$ cat src/rtl/mpu_req_arbiter.sv
// Round-robin arbiter funnelling per-core MPU reserve/free requests into a single MPU port.
// Optional WAIT timeout is enabled by defining MPU_ARB_TIMEOUT_EN.
module mpu_req_arbiter #(
    parameter int unsigned CORE_COUNT       = 4,
    parameter int unsigned CORE_ID_WIDTH    = 2,
    parameter int unsigned BLOCK_COUNT_BITS = 8,
    parameter int unsigned ADDR_WIDTH       = 16,
    parameter int unsigned TIMEOUT_CYCLES   = 256
) (
    input  logic                                   clk,
    input  logic                                   rst_n,
    input  logic [CORE_COUNT-1:0]                  req_valid,
    output logic [CORE_COUNT-1:0]                  req_ready,
    input  logic [CORE_COUNT-1:0]                  req_fr,
    input  logic [CORE_COUNT*BLOCK_COUNT_BITS-1:0] req_num_blocks,
    input  logic [CORE_COUNT*CORE_COUNT-1:0]       req_read_mask,
    input  logic [CORE_COUNT*CORE_COUNT-1:0]       req_write_mask,
    input  logic [CORE_COUNT*ADDR_WIDTH-1:0]       req_addr,
    output logic [CORE_ID_WIDTH-1:0]               mpu_core_id,
    output logic                                   mpu_fr,
    output logic [BLOCK_COUNT_BITS-1:0]            mpu_num_blocks,
    output logic [CORE_COUNT-1:0]                  mpu_read_mask,
    output logic [CORE_COUNT-1:0]                  mpu_write_mask,
    output logic [ADDR_WIDTH-1:0]                  mpu_addr,
    output logic                                   mpu_start,
    input  logic                                   mpu_rdy,
    input  logic [ADDR_WIDTH-1:0]                  mpu_base_addr,
    input  logic                                   mpu_bsy,
    output logic [CORE_COUNT-1:0]                  resp_valid,
    output logic [ADDR_WIDTH-1:0]                  resp_base_addr,
    output logic                                   resp_err,
    output logic                                   arb_bsy
);

    typedef enum logic [1:0] {
        IDLE,
        ISSUE,
        WAIT,
        RESP
    } state_t;

    localparam logic [CORE_ID_WIDTH-1:0] LAST_CORE = CORE_ID_WIDTH'(CORE_COUNT - 1);

    state_t                                     state;
    state_t                                     state_next;
    logic [CORE_ID_WIDTH-1:0]                   grant;
    logic [CORE_ID_WIDTH-1:0]                   grant_next;
    logic [CORE_ID_WIDTH-1:0]                   rr_ptr;
    logic [CORE_ID_WIDTH-1:0]                   pick;
    logic                                       found;
    logic                                       timeout_hit;

    logic [CORE_COUNT-1:0]                      pending;
    logic [CORE_COUNT-1:0]                      accept;
    logic [CORE_COUNT-1:0]                      release_vec;
    logic [CORE_COUNT-1:0]                      slot_fr;
    logic [CORE_COUNT-1:0][BLOCK_COUNT_BITS-1:0] slot_nb;
    logic [CORE_COUNT-1:0][CORE_COUNT-1:0]      slot_rm;
    logic [CORE_COUNT-1:0][CORE_COUNT-1:0]      slot_wm;
    logic [CORE_COUNT-1:0][ADDR_WIDTH-1:0]      slot_addr;

    assign req_ready   = ~pending;
    assign accept      = req_valid & ~pending;
    assign release_vec = (state == RESP) ? (CORE_COUNT'(1) << grant) : '0;

    // Slot storage: a slot is only written while free, so the granted slot is stable in service.
    always_ff @(posedge clk or negedge rst_n) begin
        if (!rst_n) begin
            pending   <= '0;
            slot_fr   <= '0;
            slot_nb   <= '0;
            slot_rm   <= '0;
            slot_wm   <= '0;
            slot_addr <= '0;
        end else begin
            pending <= (pending | accept) & ~release_vec;
            for (int unsigned i = 0; i < CORE_COUNT; i++) begin
                if (accept[i]) begin
                    slot_fr[i]   <= req_fr[i];
                    slot_nb[i]   <= req_num_blocks[i*BLOCK_COUNT_BITS +: BLOCK_COUNT_BITS];
                    slot_rm[i]   <= req_read_mask[i*CORE_COUNT +: CORE_COUNT];
                    slot_wm[i]   <= req_write_mask[i*CORE_COUNT +: CORE_COUNT];
                    slot_addr[i] <= req_addr[i*ADDR_WIDTH +: ADDR_WIDTH];
                end
            end
        end
    end

    always_comb begin
        found = 1'b0;
        pick  = '0;
        for (int unsigned k = 0; k < CORE_COUNT; k++) begin
            int unsigned idx;
            idx = (32'(rr_ptr) + k) % CORE_COUNT;
            if (!found && pending[idx]) begin
                found = 1'b1;
                pick  = CORE_ID_WIDTH'(idx);
            end
        end
    end

    always_comb begin
        state_next = state;
        grant_next = grant;
        unique case (state)
            IDLE: begin
                if (found && !mpu_bsy) begin
                    grant_next = pick;
                    state_next = ISSUE;
                end
            end
            ISSUE:   state_next = WAIT;
            WAIT: begin
                if (mpu_rdy || timeout_hit) begin
                    state_next = RESP;
                end
            end
            RESP:    state_next = IDLE;
            default: state_next = IDLE;
        endcase
    end

    always_ff @(posedge clk or negedge rst_n) begin
        if (!rst_n) begin
            state          <= IDLE;
            grant          <= '0;
            rr_ptr         <= '0;
            resp_base_addr <= '0;
        end else begin
            state <= state_next;
            grant <= grant_next;
            if (state == WAIT && mpu_rdy) begin
                resp_base_addr <= mpu_base_addr;
            end else if (state == WAIT && timeout_hit) begin
                resp_base_addr <= '0;
            end
            if (state == RESP) begin
                rr_ptr <= (grant == LAST_CORE) ? '0 : grant + CORE_ID_WIDTH'(1);
            end
        end
    end

`ifdef MPU_ARB_TIMEOUT_EN
    localparam int unsigned TMR_W = (TIMEOUT_CYCLES > 1) ? $clog2(TIMEOUT_CYCLES) : 1;

    logic [TMR_W-1:0] wait_cnt;
    logic             err_q;

    // mpu_rdy on the expiring cycle takes priority over the abort.
    assign timeout_hit = (state == WAIT) && !mpu_rdy &&
                         (wait_cnt == TMR_W'(TIMEOUT_CYCLES - 1));
    assign resp_err    = err_q;

    always_ff @(posedge clk or negedge rst_n) begin
        if (!rst_n) begin
            wait_cnt <= '0;
            err_q    <= 1'b0;
        end else begin
            if (state == WAIT) begin
                wait_cnt <= wait_cnt + TMR_W'(1);
            end else begin
                wait_cnt <= '0;
            end
            if (timeout_hit) begin
                err_q <= 1'b1;
            end else if (state == RESP) begin
                err_q <= 1'b0;
            end
        end
    end
`else
    assign timeout_hit = 1'b0;
    assign resp_err    = 1'b0;
`endif

    always_comb begin
        mpu_core_id    = '0;
        mpu_fr         = 1'b0;
        mpu_num_blocks = '0;
        mpu_read_mask  = '0;
        mpu_write_mask = '0;
        mpu_addr       = '0;
        if (state == ISSUE || state == WAIT) begin
            mpu_core_id    = grant;
            mpu_fr         = slot_fr[grant];
            mpu_num_blocks = slot_nb[grant];
            mpu_read_mask  = slot_rm[grant];
            mpu_write_mask = slot_wm[grant];
            mpu_addr       = slot_addr[grant];
        end
    end

    assign mpu_start  = (state == ISSUE);
    assign resp_valid = release_vec;
    assign arb_bsy    = (state != IDLE);

endmodule

$ cat config.mk
export PLATFORM = sky130hd
export DESIGN_NAME = mpu_req_arbiter
export DESIGN_NICKNAME = d
export VERILOG_FILES = /design/src/rtl/mpu_req_arbiter.sv
export SDC_FILE = /design/constraint.sdc
export NUM_CORES = 1
export LEC_CHECK = 0
export CAP_MARGIN = 30
export CORE_UTILIZATION = 30
export DETAILED_ROUTE_END_ITERATION = 8
export HOLD_SLACK_MARGIN = 0.12
export MAX_ROUTING_LAYER = met4
export PLACE_DENSITY_LB_ADDON = 0.08
export SLEW_MARGIN = 20
export SYNTH_ARGS = -nofsm -noshare
export SYNTH_HDL_FRONTEND = slang
export SYNTH_SLANG_ARGS = --single-unit
$ cat constraint.sdc
create_clock -name clk -period 2.3 [get_ports clk]
set_input_delay 0.345 -clock clk [delete_from_list [all_inputs] [get_ports clk]]
set_output_delay 0.345 -clock clk [all_outputs]
set_load 0.005 [all_outputs]
Word-level counts from Yosys, hierarchy flattened:

Index checks and enable logic that the tools add are counted.

* bits in registers: 158
* bits of input ports: 156
* logic and storage cells: 97

* muxes and demuxes: 37
* reductions and logical operators: 14
* bitwise operators: 5
* magnitude comparators: 5
* shift operators: 1
* $add $sub $neg: 4
* eq/ne operators: 6

Operators with widths (number)
* binary-select mux 16 bit (select 2 bit): 1
* two-way mux 16 bit: 2
* two-way mux 4 bit: 5
* binary-select mux 4 bit (select 2 bit): 2
* binary-select mux 8 bit (select 2 bit): 1
* two-way mux 2 bit: 8
* two-way mux 8 bit: 2
* < comparator 2 x 3 -> 1 bit, second input constant: 5
* binary-select mux 1 bit (select 2 bit): 5
* two-way mux 1 bit: 10
* AND 4 bit: 2
* NOT 4 bit: 2
* one-hot mux 2 bit (4 select lines): 1
* == test 2 bit, second input constant: 3
* logical AND 1 bit: 5
* adder 2 x 1 -> 2 bit, second input constant: 2
* adder 2 bit, second input constant: 2
* zero test 1 bit: 4
* != test 2 bit, second input constant: 2
* bitwise OR 4 bit: 1
* AND reduction 2 bit: 2
* << shifter 1 x 2 -> 4 bit, first input constant: 1
* == test 2 x 1 -> 1 bit, second input constant: 1
* zero test 2 bit: 1
* other kinds (2): 2

Depth between registers and ports, before layout:

Gate-level depths: netlist of run 1.

* word-level depth: 15
* mapped depth: 6

Worst setup path after synthesis of run 1:

No wires, ideal clock.

* path kind: reg-to-output
* start: register grant[0]
* end: output mpu_addr[1]
* data required time: 1.955 ns
* arrival time: 1.331 ns
* cell stages (with the launch flop): 5
* setup slack: 0.624 ns
* path through: dfrtp_1 -> buf_6 -> buf_8 -> mux4_2 -> and2_1

* word-level cells in the longest chain between the ends: 3

RTL lines
* from (decl): RTL line 46 `logic [CORE_ID_WIDTH-1:0] grant;`
* from (signal assigned): RTL line 131 `grant <= grant_next;`
* binary-select mux 16 bit (select 2 bit): RTL line 189 `mpu_addr = slot_addr[grant];`
* two-way mux 16 bit (not written as such): RTL line 189
* two-way mux 16 bit: RTL line 183 `if (state == ISSUE || state == WAIT) begin`
* to (decl): RTL line 24 `output logic [ADDR_WIDTH-1:0] mpu_addr,`

Every way passes these cells. The select of a mux whose other input is x is not followed.

Worst setup path in the final report of run 1:

* start: register grant[0]
* end: output mpu_addr[0]

Same word-level chain as after synthesis.

==> impl_metrics.csv, run 1 <==
group,metric,value,unit
clock_tree,cts_sinks,158,
yosys,muxShareOfSynthArea,0.344,
floorplan,coreArea,23500,µm²
global_route,grt_pass1_wl,31000,µm
timing,fin_crit_sh,0.994,
yosys,synth_top_family_by_area,"multiplexers",
yosys,synth_top_cell_by_area,"dfrtp_1",
timing,skew,0.0100,ns
cells_and_area,drive_above_1_share,0.453,
yosys,netlist_area,7180,µm²
drt,wl_per_cell,19.1,µm
placement,port-buffer-count,216,
yosys,yosys.area_share.simple,0.0476,
yosys,yosysWarnings,0,
critical_path,path_class,"flop to output pin",
floorplan,die_x,157,µm
yosys,syn_avg_cell_area,15.5,µm²
critical_path,end_kind,"output pin",
cells_and_area,final_area,10800,µm²
yosys,synth_nets,627,
power,p_comb_frac,0.492,
run_status,status,"complete, no violations",
yosys,synth-adder-area-share,0.0157,
power,switching_power,4410,µW
power,ir_worst_vdd,513,µV
power,p_leak,0.00457,µW
drt,drt_iter0_drc,125,
timing,hold_viol,0,
power,power.internal,10400,µW
placement,gp_congestion,0.718,
timing,clock.fmax,0.437,GHz
critical_path,reg2reg_slack,0.78,ns
drt,final_antenna_net_count,0,
timing,tightestPinTransition,0.673,ns
timing,setup_viol,0,
critical_path,cp_max_fo,5,
placement,place_area,9860,µm²
critical_path,worstReg2RegEnd,"resp_base_addr[0]",
timing,rsz0062_at_grt,"yes",
timing,relSlewSlack,0.551,
global_route,grt-ovfl-total,0,
floorplan,die_h,157,µm
power,sequentialPowerShare,0.332,
floorplan,start_util,0.306,
cells_and_area,syn2layout_area_growth,50.6,%
critical_path,r2r_start,"state[1]",
drt,drc_errors,0,
global_route,grt_pass1_vias,5463,
critical_path,cp-start-kind,"flop",
drt,dr.pass1.iters,4,
floorplan,row_count,56,
worst_hold_path,hold_class,"input port to async pin",
yosys,ys_seq_elements,158,
timing,fin_crit,2.29,ns
floorplan,die-area,24500,µm²
clock_tree,cts_buffer_depth,2,
timing,final_max_slew_viol_count,0,
drt,dr_total_vias,4806,
drt,wl,20100,µm
yosys,synthCells,462,
cells_and_area,fillerInstances,2101,
clock_tree,cts_htree_levels,4,
cells_and_area,nets,882,
global_route,grt_max_degree,66,
clock_tree,insertion_delay,0.42,ns
global_route,grtUsageTotal,0.179,
critical_path,rr_worst_depth,5,
clock_tree,cts_tree,"yes",
critical_path,arrival,1.94,ns
clock_tree,cts_buffers,17,
power,finalPower,14800,µW
floorplan,io_pins,218,
clock_tree,root_buffer,"clkbuf_16",
run,cap_viol_max_count,0,
power,switching_share,0.297,
yosys,synth_area_leaders,"dfrtp_1 55%, mux2_2 24%, mux4_2 8.8%",
clock_tree,clkTransAtPathRegs,0.07,ns
power,p_per_area,1370,nW/µm²
yosys,yosysSeqAreaShare,0.551,
global_route,antenna_found_initial,0,
yosys,post-synth-top-area-fraction,0.551,
yosys,ys_types,27,
power,clockPowerShare,0.176,
yosys,synth_compound_area_frac,0.00959,
placement,dp_hpwl,13500,µm
cells_and_area,diodes,0,
drt,vias_per_cell,4.58,
yosys,synth-xor-area-share,0,
critical_path,cp.required,1.96,ns
==> power by group through the flow <==
stage               logic, µW  registers [µW]  clock network [µW]
finish                   7310            4930                2610
global route             7910            5130                2820
CTS                      7390            4930                2700
detailed placement       6410            4980                   0
global placement         6300            4890                   0
floorplan                3640            4710                   0
==> flip-flops by register name, summed over array words and instances (netlist names) <==
register / flops
slot_wm: 16
resp_base_addr: 16
rr_ptr: 2
slot_addr: 64
slot_fr: 4
slot_nb: 32
grant: 2
slot_rm: 16
state: 2
pending: 4
==> cell type report <==
cell class                      instances  area (µm²)  area share
Clock buffer                           19         433      0.0401
Clock inverter                         13         106     0.00984
Inverter                                9        33.8     0.00313
Multi-Input combinational cell        266        3100       0.287
Sequential cell                       158        3960       0.366
Tap cell                              319         399      0.0369
Timing Repair Buffer                  265        2780       0.257
==> cells in the mapped netlist, drive strengths merged <==
| library cell | count |
|---|---|
| mux2 | 150 |
| nor2b | 4 |
| nand2b | 2 |
| nor2 | 10 |
| ha | 9 |
| inv | 9 |
| mux2i | 2 |
| and2 | 39 |
| dfrtp | 158 |
| a31o | 1 |
| conb | 1 |
| buf | 26 |
| o22ai | 1 |
| o21ai | 2 |
| a211o | 1 |
| clkbuf | 3 |
| a21oi | 5 |
| nand2 | 3 |
| nor3 | 1 |
| a222oi | 1 |
| mux4 | 33 |
| nor4 | 1 |
==> critical path: stages, from the launching register on <==
cell and delay [ns]:
dfrtp_2 0.39, buf_6 0.14, buf_16 0.13, buf_6 0.10, mux4_2 0.50, and2_4 0.16, buf_6 0.10
==> per-stage QoR <==
stage	cells	hold slack [ns]	setup TNS [ns]	setup WS, ns	utilization
floorplan	462	0.0494	0	0.624	-
global placement	988	0.402	0	0.116	0.420
detailed placement	988	0.401	0	0.111	0.420
CTS	1050	0.505	-0.173	-0.0388	0.460
global route	1049	0.515	-1.01	-0.0788	0.460
finish	1049	0.491	0	0.0134	0.460
==> metal layers <==
layer	share of wire	wire, µm	global-route usage	vias to the layer above
li1	-	-	-	2180
met1	0.42	8470	0.210	2472
met2	0.51	10200	0.300	146
met3	0.063	1260	0.0534	8
met4	0.0068	137	0.0415	0
met5	0	0	-	-
==> layout by cell type, fill, tap and decap left out, types with 2 or more instances in the layout <==
cell and n:
o21ai_0 2, dlymetal6s2s_1 2, clkdlybuf4s50_1 176, clkbuf_16 17
nand2b_1 2, clkinvlp_4 2, nor2_1 10, ha_1 7
clkbuf_2 3, mux4_2 32, clkdlybuf4s15_1 6, dfrtp_1 156
nand2_1 3, nor2b_4 4, and2_4 28, buf_8 3
mux2i_1 2, inv_6 5, buf_6 32, clkinv_4 3
mux2_2 150, clkbuf_1 2, dfrtp_2 2, buf_4 16
buf_16 3, and2_1 11, a21oi_1 5, buf_2 10
inv_1 6, buf_12 12, inv_2 3, clkinv_2 2
==> how the worst max path moves through the flow <==
stage               slack, ns     start                end
floorplan                0.62  grant[0]        mpu_addr[1]
global placement         0.12  grant[0]       mpu_addr[14]
detailed placement       0.11  grant[0]       mpu_addr[14]
CTS                     -0.04  grant[0]   mpu_read_mask[3]
global route            -0.08  grant[0]  mpu_num_blocks[1]
finish                   0.01  grant[0]        mpu_addr[0]
==> cell families after synthesis <==
kind of cell | after synthesis
buffers and inverters | 38
DFF | 158
AOI/OAI and AO/OA | 11
muxes | 185
and+or+nand+nor | 60
other | 1
adders and majority gates | 9
==> what timing repair did <==
| item | in CTS | in global routing |
|---|---|---|
| setup endpoints to repair | 38 | 35 |
| endpoints found under the hold margin | 59 | 0 |
| hold buffers | 1 | 0 |
| pin swaps | 31 | 0 |
| gates resized for setup | 196 | 14 |
| gates cloned | 3 | 0 |
| setup buffers | 26 | 0 |
No activity file was read; power rests on OpenSTA's default activity.
==> inputs of run 2 (changes only) <==
- HOLD_SLACK_MARGIN: 0.12 -> 0.02
==> results of run 2 <==
Final layout, timing and power as in run 1 (identical DEF).
==> inputs of run 3 (changes only) <==
- MAX_ROUTING_LAYER: met4 -> not set
==> run 3 against run 2 <==
Total power barely moved. Die area did not move. Count of clock-buffer cells in the layout did not move.
==> impl_metrics.csv, run 3 (synthesis gave the netlist of run 1 again) <==
group,metric,value,unit
global_route,grt-ovfl-total,0,
placement,dp_hpwl,13500,µm
cells_and_area,mostFrequentLayoutCells,"176 x clkdlybuf4s50_1, 156 x dfrtp_1, 150 x mux2_2",
drt,wl_per_cell,19.1,µm
critical_path,end_kind,"output pin",
critical_path,r2r_start,"state[1]",
timing,skew,0.0104,ns
drt,vias_per_cell,4.61,
timing,relSlewSlack,0.549,
timing,setup-tns-final,0,ns
global_route,grt_max_degree,66,
clock_tree,cts_htree_levels,4,
clock_tree,insertion_delay,0.42,ns
clock_tree,clkTransAtPathRegs,0.07,ns
critical_path,arrival,1.94,ns
drt,dr_total_vias,4832,
cells_and_area,final_common_cell,"clkdlybuf4s50_1",
clock_tree,root_buffer,"clkbuf_16",
global_route,use_met1,0.209,
drt,drc_errors,0,
floorplan,die_x,157,µm
cells_and_area,fillerInstances,2101,
timing,final_max_slew_viol_count,0,
cells_and_area,diodes,0,
clock_tree,cts_buffers,17,
cells_and_area,multi_input_area,3100,µm²
critical_path,reg2reg_slack,0.78,ns
floorplan,die_h,157,µm
cells_and_area,seq_area,3960,µm²
drt,drt_iter0_drc,132,
placement,port-buffer-count,216,
drt,wl,20100,µm
critical_path,path_class,"flop to output pin",
global_route,antenna_found_initial,0,
timing,tightestPinTransition,0.677,ns
critical_path,cp.required,1.96,ns
cells_and_area,largest_reg_flops,64,
drt,dr.pass1.iters,4,
power,p_leak,0.00457,µW
floorplan,coreArea,23500,µm²
floorplan,row_count,56,
clock_tree,cts_buffer_depth,2,
timing,fin_crit,2.29,ns
power,ir_worst_vdd,513,µV
floorplan,start_util,0.306,
global_route,top_usage_layer,"met2",
cells_and_area,nets,882,
global_route,grt.met2_usage,0.299,
global_route,grt_pass1_wl,31100,µm
power,p_per_area,1370,nW/µm²
timing,fin_crit_sh,0.994,
critical_path,startpoint,"grant[0]",
timing,clock.fmax,0.438,GHz
floorplan,die-area,24500,µm²
cells_and_area,syn2layout_area_growth,50.6,%
run,cap_viol_max_count,0,
timing,rsz0062_at_grt,"yes",
critical_path,cp_max_fo,5,
clock_tree,cts_sinks,158,
global_route,grtUsageTotal,0.173,
run_status,status,"complete, no violations",
placement,gp_congestion,0.710,
cells_and_area,top_register,"slot_addr",
cells_and_area,drive_above_1_share,0.453,
clock_tree,cts_tree,"yes",
global_route,gr-usage-met3,0.0579,
drt,final_antenna_net_count,0,
floorplan,io_pins,218,
global_route,grt_pass1_vias,5448,
timing,hold_viol,0,
worst_hold_path,hold_class,"input port to async pin",
cells_and_area,top_regs,"slot_addr: 64 flops, slot_nb: 32 flops",
power,finalPower,14800,µW
timing,setup_viol,0,
critical_path,cp-start-kind,"flop",
## run 3: cell counts in the layout (fill, tap and decap cells not counted)
Identical to the previous run, type by type.
## run 3: path summary, 6_finish.rpt
kind | to | depth (start not counted)
worst min-delay path | slot_addr[2] | 2
min in group clk | slot_addr[43] | 1
worst max-delay path | mpu_addr[0] | 6
worst max register to register | resp_base_addr[0] | 5
worst min register to register | slot_addr[43] | 1
max in group asynchronous | slot_nb[26] | 3
## run 3: metrics by stage
stage | instances | setup slack, ns | util | cell area (µm²) | hold slack (ns)
5_1_grt | 1049 | -0.0804 | 0.460 | 10800 | 0.515
3_5_place_dp | 988 | 0.111 | 0.420 | 9860 | 0.401
6_report | 1049 | 0.0149 | 0.460 | 10800 | 0.484
2_1_floorplan | 462 | 0.624 | - | 7180 | 0.0494
4_1_cts | 1050 | -0.0388 | 0.460 | 10800 | 0.505
3_3_place_gp | 988 | 0.116 | 0.420 | 9860 | 0.402
## run 3: area by class of cell
| class | instances | share of cell area |
|---|---|---|
| Sequential cell | 158 | 0.366 |
| Multi-Input combinational cell | 266 | 0.287 |
| Timing Repair Buffer | 265 | 0.257 |
| Clock buffer | 19 | 0.0401 |
| Tap cell | 319 | 0.0369 |
| Clock inverter | 13 | 0.00984 |
| Inverter | 9 | 0.00313 |
## run 3: what timing repair did
item | 4_1_cts | 5_1_grt
hold endpoints to repair | 59 | 0
cloned | 3 | 0
hold buffers | 1 | 0
resized for setup | 196 | 14
pin swaps | 31 | 0
setup endpoints to repair | 38 | 35
buffers inserted | 26 | 0
## run 3: per-layer routing
metal	wire length (µm)	vias up
met5	0	-
met4	127	0
met3	1370	6
met2	10200	152
met1	8410	2487
li1	-	2187
## run 3: worst max-delay path, cell delays in order, from the launching register on
cell and delay [ns]:
dfrtp_2 0.39, buf_6 0.15, buf_16 0.13, buf_6 0.09, mux4_2 0.50, and2_4 0.16
buf_6 0.10
## run 3: power breakdown
part / total, µW / switching, µW / leakage (µW) / internal, µW
clock network: 2610 / 1200 / 0.000261 / 1410
logic: 7310 / 2460 / 0.00242 / 4850
registers: 4930 / 753 / 0.00189 / 4180
total: 14800 / 4410 / 0.00457 / 10400
